--- src/rtl/uart_rx_fifo.sv ---
// First-word-fall-through receive buffer between the UART bit receiver and the
// word-assembly controller; registered fill level, flags and overflow pulse.
module uart_rx_fifo #(
    parameter int DATA_WIDTH = 8,
    parameter int ADDR_WIDTH = 4
) (
    input  logic                  clk,
    input  logic                  rst,
    input  logic                  wr,
    input  logic [DATA_WIDTH-1:0] w_data,
    input  logic                  rd,
    output logic [DATA_WIDTH-1:0] r_data,
    output logic                  empty,
    output logic                  full,
    output logic [ADDR_WIDTH:0]   count,
    output logic                  overflow
);
    localparam int DEPTH = 1 << ADDR_WIDTH;
    localparam logic [ADDR_WIDTH:0] DEPTH_CNT = (ADDR_WIDTH+1)'(DEPTH);

    logic [DATA_WIDTH-1:0] mem_q [DEPTH];
    logic [ADDR_WIDTH-1:0] wr_ptr_q, wr_ptr_d;
    logic [ADDR_WIDTH-1:0] rd_ptr_q, rd_ptr_d;
    logic [ADDR_WIDTH:0]   count_q, count_d;
    logic                  empty_q, empty_d;
    logic                  full_q, full_d;
    logic                  ovf_q, ovf_d;
    logic                  we, re;

    // A pop in the same cycle frees a slot, so a write at full is still accepted.
    assign we = wr & (~full_q | rd);
    assign re = rd & ~empty_q;

    always_comb begin
        wr_ptr_d = wr_ptr_q;
        rd_ptr_d = rd_ptr_q;
        count_d  = count_q;
        if (we) wr_ptr_d = wr_ptr_q + 1'b1;
        if (re) rd_ptr_d = rd_ptr_q + 1'b1;
        case ({we, re})
            2'b10:   count_d = count_q + 1'b1;
            2'b01:   count_d = count_q - 1'b1;
            default: count_d = count_q;
        endcase
        empty_d = (count_d == '0);
        full_d  = (count_d == DEPTH_CNT);
        ovf_d   = wr & full_q & ~rd;
    end

    always_ff @(posedge clk) begin
        if (!rst) begin
            wr_ptr_q <= '0;
            rd_ptr_q <= '0;
            count_q  <= '0;
            empty_q  <= 1'b1;
            full_q   <= 1'b0;
            ovf_q    <= 1'b0;
        end else begin
            wr_ptr_q <= wr_ptr_d;
            rd_ptr_q <= rd_ptr_d;
            count_q  <= count_d;
            empty_q  <= empty_d;
            full_q   <= full_d;
            ovf_q    <= ovf_d;
        end
    end

    // Storage carries no reset; a write coinciding with reset is discarded.
    always_ff @(posedge clk) begin
        if (rst && we) mem_q[wr_ptr_q] <= w_data;
    end

    assign r_data   = mem_q[rd_ptr_q];
    assign empty    = empty_q;
    assign full     = full_q;
    assign count    = count_q;
    assign overflow = ovf_q;
endmodule

--- config.mk ---
export PLATFORM = sky130hd
export DESIGN_NAME = uart_rx_fifo
export DESIGN_NICKNAME = d
export VERILOG_FILES = /design/src/rtl/uart_rx_fifo.sv
export SDC_FILE = /design/constraint.sdc
export NUM_CORES = 1
export LEC_CHECK = 0
export ABC_AREA = 1
export BUFFER_PORTS_ARGS = -buffer_cell sky130_fd_sc_hd__buf_2
export CORE_MARGIN = 2
export CORE_UTILIZATION = 61
export CTS_CLUSTER_DIAMETER = 40
export DETAILED_ROUTE_END_ITERATION = 8
export PLACE_DENSITY = 0.79
export SETUP_SLACK_MARGIN = 0.5
export SYNTH_ARGS = -nofsm -noshare
export SYNTH_HDL_FRONTEND = slang
export SYNTH_SLANG_ARGS = --single-unit
--- constraint.sdc ---
create_clock -name clk -period 3.1 [get_ports clk]
set_input_delay 0.775 -clock clk [delete_from_list [all_inputs] [get_ports clk]]
set_output_delay 0.775 -clock clk [all_outputs]
set_load 0.02 [all_outputs]
### Yosys cells after proc, flatten, opt, wreduce, memory -nomap -nowiden

Memory sizes are Yosys's and may differ from the RTL's. A register that Yosys moved wholly into a read port is not among the register bits.
Cells that the tools add are included.
Widths: inputs -> output; s select.

| word-level totals | value |
|---|---|
| register bits | 16 |
| bits in writable memories | 128 |
| input bits | 12 |
| word-level logic and storage cells | 29 |
| memories | 1 |

| operators by class | value |
|---|---|
| add/sub/neg operators | 4 |
| eq/ne operators | 3 |
| mux-type cells | 5 |
| bitwise operators | 8 |
| reduce and logical (&&, ||, !) cells | 2 |

Memories:

| memory | words | width | read ports | clocked after Yosys merged registers in | write ports | line | text |
|---|---|---|---|---|---|---|---|
| mem_q | 16 | 8 | 1 | 1 | 1 | 21 | `logic [DATA_WIDTH-1:0] mem_q [DEPTH];` |

Operators by type and width:

| operator | count |
|---|---|
| $pmux 5 s2 | 1 |
| $add 4x1->4 const B | 2 |
| $mux 4 | 2 |
| $add 5x1->5 const B | 1 |
| $eq 5x5->1 const B | 1 |
| $logic_not 5->1 | 1 |
| $sub 5x1->5 const B | 1 |
| $and 1x1->1 | 4 |
| $not 1->1 | 3 |
| $eq 2x1->1 const B | 1 |
| $eq 2x2->1 const B | 1 |
| $mux 1 | 2 |
| $logic_and 1x1->1 | 1 |
| $or 1x1->1 | 1 |

### Logic depth before layout (Yosys ltp)

| logic depth | value |
|---|---|
| depth in word-level cells | 6 |
| gate-level depth with buffers | 17 |
| gate-level depth less buffers | 17 |

### Worst setup path before layout

Ideal clock, no wire load.

| path | value |
|---|---|
| path type | input-to-reg |
| start point | in rd |
| end point | reg empty_q, in the netlist empty |
| setup time | 0.070 ns |
| arrival time | 2.437 ns |
| setup slack | 0.592 ns |
| cell stages on the path | 13 |
| buffers on the path | 0 |
| path through | inv_1 > a21oi_1 > inv_1 > ha_1 > nand2_1 > inv_1 > nor2_1 > ha_1 > o21ai_0 > nand2_1 > nor2_1 > nand3_1 > o21bai_1 |

| on the way | value |
|---|---|
| longest elaborated chain between the ends | 5 |
| elaborated cells between the ends (all ways) | 7 |
| classes of those cells | 2 x eq/ne; 1 x mux; 3 x bitwise; 1 x reduce/logical |

RTL lines:

| item | line | text |
|---|---|---|
| from (decl) | 11 | `input logic rd,` |
| $or 1x1->1 | 31 | `assign we = wr & (~full_q \| rd);` |
| $and 1x1->1 | 31 |  |
| $eq 2x1->1 / $eq 2x2->1 (equally long branches) | 40 | `case ({we, re})` |
| $pmux 5 s2 * | 40 |  |
| $logic_not 5->1 * | 45 | `empty_d = (count_d == '0);` |
| to (signal assigned) | 62 | `empty_q <= empty_d;` |
| to (decl) | 25 | `logic empty_q, empty_d;` |

Mark *: on every way between the ends. The rest lies on a longest branch, timed or not.
A chain may end at the register's enable or synchronous reset.

==> results.md <==
* WL/cell at 20.4 µm
* Xor-xnor portion of the synthesized cell area at 0.00142
* Part of the power in the clock network at 0.399
* Die area at between 10,000 and 15,000 µm²
* Period utilization at 0.906
* Synth warn at 0
* Height of the die at between 100 and 150 µm
* Top cells by area, synth: edfxtp_1 62%, dfxtp_1 6.5%, mux2i_1 5.2%, o211ai_1 3.9%, o21ai_0 3.5%
* Area leader, netlist: edfxtp_1
* Fin. max-slew vios at 0
* Initial antenna violation count at 0
* Async SR Flop Fraction at 0
* Crit path to: r_data[4]
* DRC errors left at 0
* IO Pins at 28
* Net Count, Synth at 513
* Final Hold Fails at 0
* RSZ-0062 raised after global routing: true
* Crit path launch type: flip-flop
* Worst-skew pair later-pin latency at between 500 and 600 ps
* CP arrival at a little over 2000 ps
* Rel. slew slack at 0.558
* First-pass GRT wire length at around 22 mm
* Cell row count at 36
* CP max stage cell: dfxtp_4
* Critical Path Sink Type: primary output
* Crit path required time at ~2300 ps
* CTS tree: done
* Initial Util at 0.631
* Largest net degree at the start of global routing at 22
* Synth Area in Adders at 0.0162
* R2r startpoint: full
* Layout Area Growth over Synthesis at 20.3%
* Final setup TNS at 0 ps
* Worst R2R End: empty
* Num CTS Buffers at 17
* Via count at approximately 4,200
* Crit path buffers/inverters at 3
* Final setup violating endpoints at 0
* TritonRoute pass-1 iters at 5
* Status: finished, final reports clean
* Compound-cell area share of the yosys netlist at 0.110
* Die W at between 100 and 150 µm
* Top-count cell post-synth: edfxtp_1
* Delay-heaviest family, CP: buffers and inverters
* Worst Hold Class: flip-flop to flip-flop
* Synth Instances at 493
* Pleak at ~2.7 nW
* Total Routed Length at roughly 14 mm
* Crit path kind: flip-flop to primary output
* FILL cells at between 500 and 600
* CP Max Fanout at 6
* Post-route ant nets at 0
* Slowest stage delay, CP at between 300 and 400 ps
* Switch share at 0.262
* Core Box Area at between 9000 and 10,000 µm²
* Ys flop type: edfxtp_1
* Reg2Reg Setup Slack at about 860 ps
* Maximum clock frequency at 0.356 GHz
* CTS Sinks at roughly 150
* GRT Resource Usage Total at 0.271
* Post-Synth Simple-Gate Area at 0.0710
* Combinational power share at 0.166
* Netlist cell types at 25
* Via density per instance at ~6.0
* VDD IR-drop max at 0.514 mV
* P_int at 0.00380 W
* PD cells at between 600 and 700 nW/µm²
* Nets at 572
* Iteration-0 DRC Markers at 304
* Reg area at roughly 4300 µm²
* Share of the synthesized area in the top cell type at 0.623
* Global route total overflow at 0
* Layout cell share with drive strength beyond 1 at 0.198
* Most instantiated cells after synthesis: 128 x edfxtp_1, 57 x inv_1, 47 x nand2_1, 43 x o21ai_0, 41 x a21oi_1
* Post-synth EDFFs at ~130
* Proportion of power drawn by flip-flops and latches at 0.436
* H-tree depth at 4
* Reg2Reg Depth at 12
* Max Cap Viol at 0
* IO Port Bufs at 27
* Switching power at 0.00135 W
* Deepest clock path buffer count at 2
* Synth Cell Area at between 6000 and 7000 µm²
* Final core utilization at 0.759
* Clock-pin transition on the worst setup and hold timing paths at roughly 60 ps
* Post-synthesis mux area share at 0.0519
* Final Critical Period at about 2800 ps
* Hpwl dp at between 8 and 9 mm
* Ordered cell list for the critical path: buf_12 -> bufbuf_16 -> o21ai_1 -> o211ai_1 -> nand3_1 -> nand2_1 -> buf_6
* Diode count at 0
* Setup Skew at 5.24 ps
* Vias in the first global route at around 4,000
* Post-synthesis sequential area ratio at 0.688
* Synthesized area per cell at between 10 and 15 µm²
* Largest family of logic cells by synthesized area: compound AO/OA/AOI/OAI gates
* #FFs+latches synth at ~150
* Gp weighted congestion at about 0.86
* Crit. path cell count at 7
* Root buf cell: clkbuf_8
* Least-Margin Pin Slew at around 660 ps
* Multi-input gate area at about 1600 µm²
-- per-layer routing --
layer | share of wire | up-vias | GRT usage
met4 | 0.024 | 0 | 0.109
met2 | 0.50 | 253 | 0.435
met1 | 0.38 | 1993 | 0.370
met3 | 0.099 | 36 | 0.0518
met5 | 0 | - | 0
li1 | - | 1890 | -
-- area by class of cell --
class / count / area share
flip-flops and latches: 148 / 0.573
multi-input cells: 265 / 0.215
repair buffers: 63 / 0.0809
clock buffers: 18 / 0.0563
inverters: 57 / 0.0293
clock inverters: 14 / 0.0234
well taps: 133 / 0.0224
-- cell usage in the layout (no fill, tap or decap), drive strengths merged, types with 4 or more instances in the layout --
cell type  instances
a21oi             42
buf               61
clkbuf            18
clkinvlp           4
dfxtp             20
edfxtp           128
ha                 8
inv               61
mux2i             32
nand2             47
nand3             23
nor2              32
o211ai            32
o21ai             43
-- stage by stage --
| step | hold slack [ps] | cell area (µm²) | instances | total power, W | worst slack, ps |
|---|---|---|---|---|---|
| 3_5_place_dp | 433 | 6500 | 654 | 0.00294 | 208 |
| 2_1_floorplan | 412 | 6170 | 493 | 0.00276 | 592 |
| 4_1_cts | 446 | 7390 | 698 | 0.00512 | 344 |
| 6_report | 446 | 7420 | 698 | 0.00514 | 291 |
| 3_3_place_gp | 425 | 6500 | 654 | 0.00291 | 333 |
| 5_1_grt | 493 | 7420 | 698 | 0.00529 | 167 |
-- cell families (layout without fill, tap and decap cells) --
logic type	Yosys count	in the layout
XOR/XNOR	1	1
AND/OR/NAND/NOR	106	106
flip-flops	148	148
adder cells (fa/ha/maj)	8	8
AO/OA/AOI/OAI	118	118
buffers and inverters	80	152
multiplexers	32	32
-- flip-flops by register name (all words and copies together), names as in the netlist, named ones only --
name / flops
full: 1
wr_ptr_q: 4
count: 5
mem_q: 128
rd_ptr_q: 4
empty: 1
overflow: 1
-- power groups by stage --
stage               registers (W)  clock network, W  logic, W
floorplan                 0.00229                 0  0.000468
global placement          0.00230                 0  0.000611
detailed placement        0.00230                 0  0.000632
CTS                       0.00224           0.00206  0.000820
global route              0.00225           0.00213  0.000913
finish                    0.00224           0.00205  0.000852
-- worst min-delay path by stage --
stage | from | to | slack (ps) | depth (start not counted)
finish | rd_ptr_q[3] | rd_ptr_q[3] | 450 | 1
global route | rd_ptr_q[3] | flip-flop | 490 | 1
CTS | rd_ptr_q[3] | rd_ptr_q[3] | 450 | 1
detailed placement | rd_ptr_q[3] | rd_ptr_q[3] | 430 | 1
global placement | rd_ptr_q[3] | rd_ptr_q[3] | 420 | 1
floorplan | rd_ptr_q[3] | flip-flop | 410 | 1
-- what timing repair did --
| item | 4_1_cts | 5_1_grt |
|---|---|---|
| gates resized for setup | 52 | 12 |
| pin swaps | 16 | 11 |
| setup endpoints to repair | 8 | 11 |
| gates cloned | 3 | 0 |
| buffers inserted | 9 | 0 |
| hold buffers | 0 | 0 |
(Power assumes the default switching activity.)
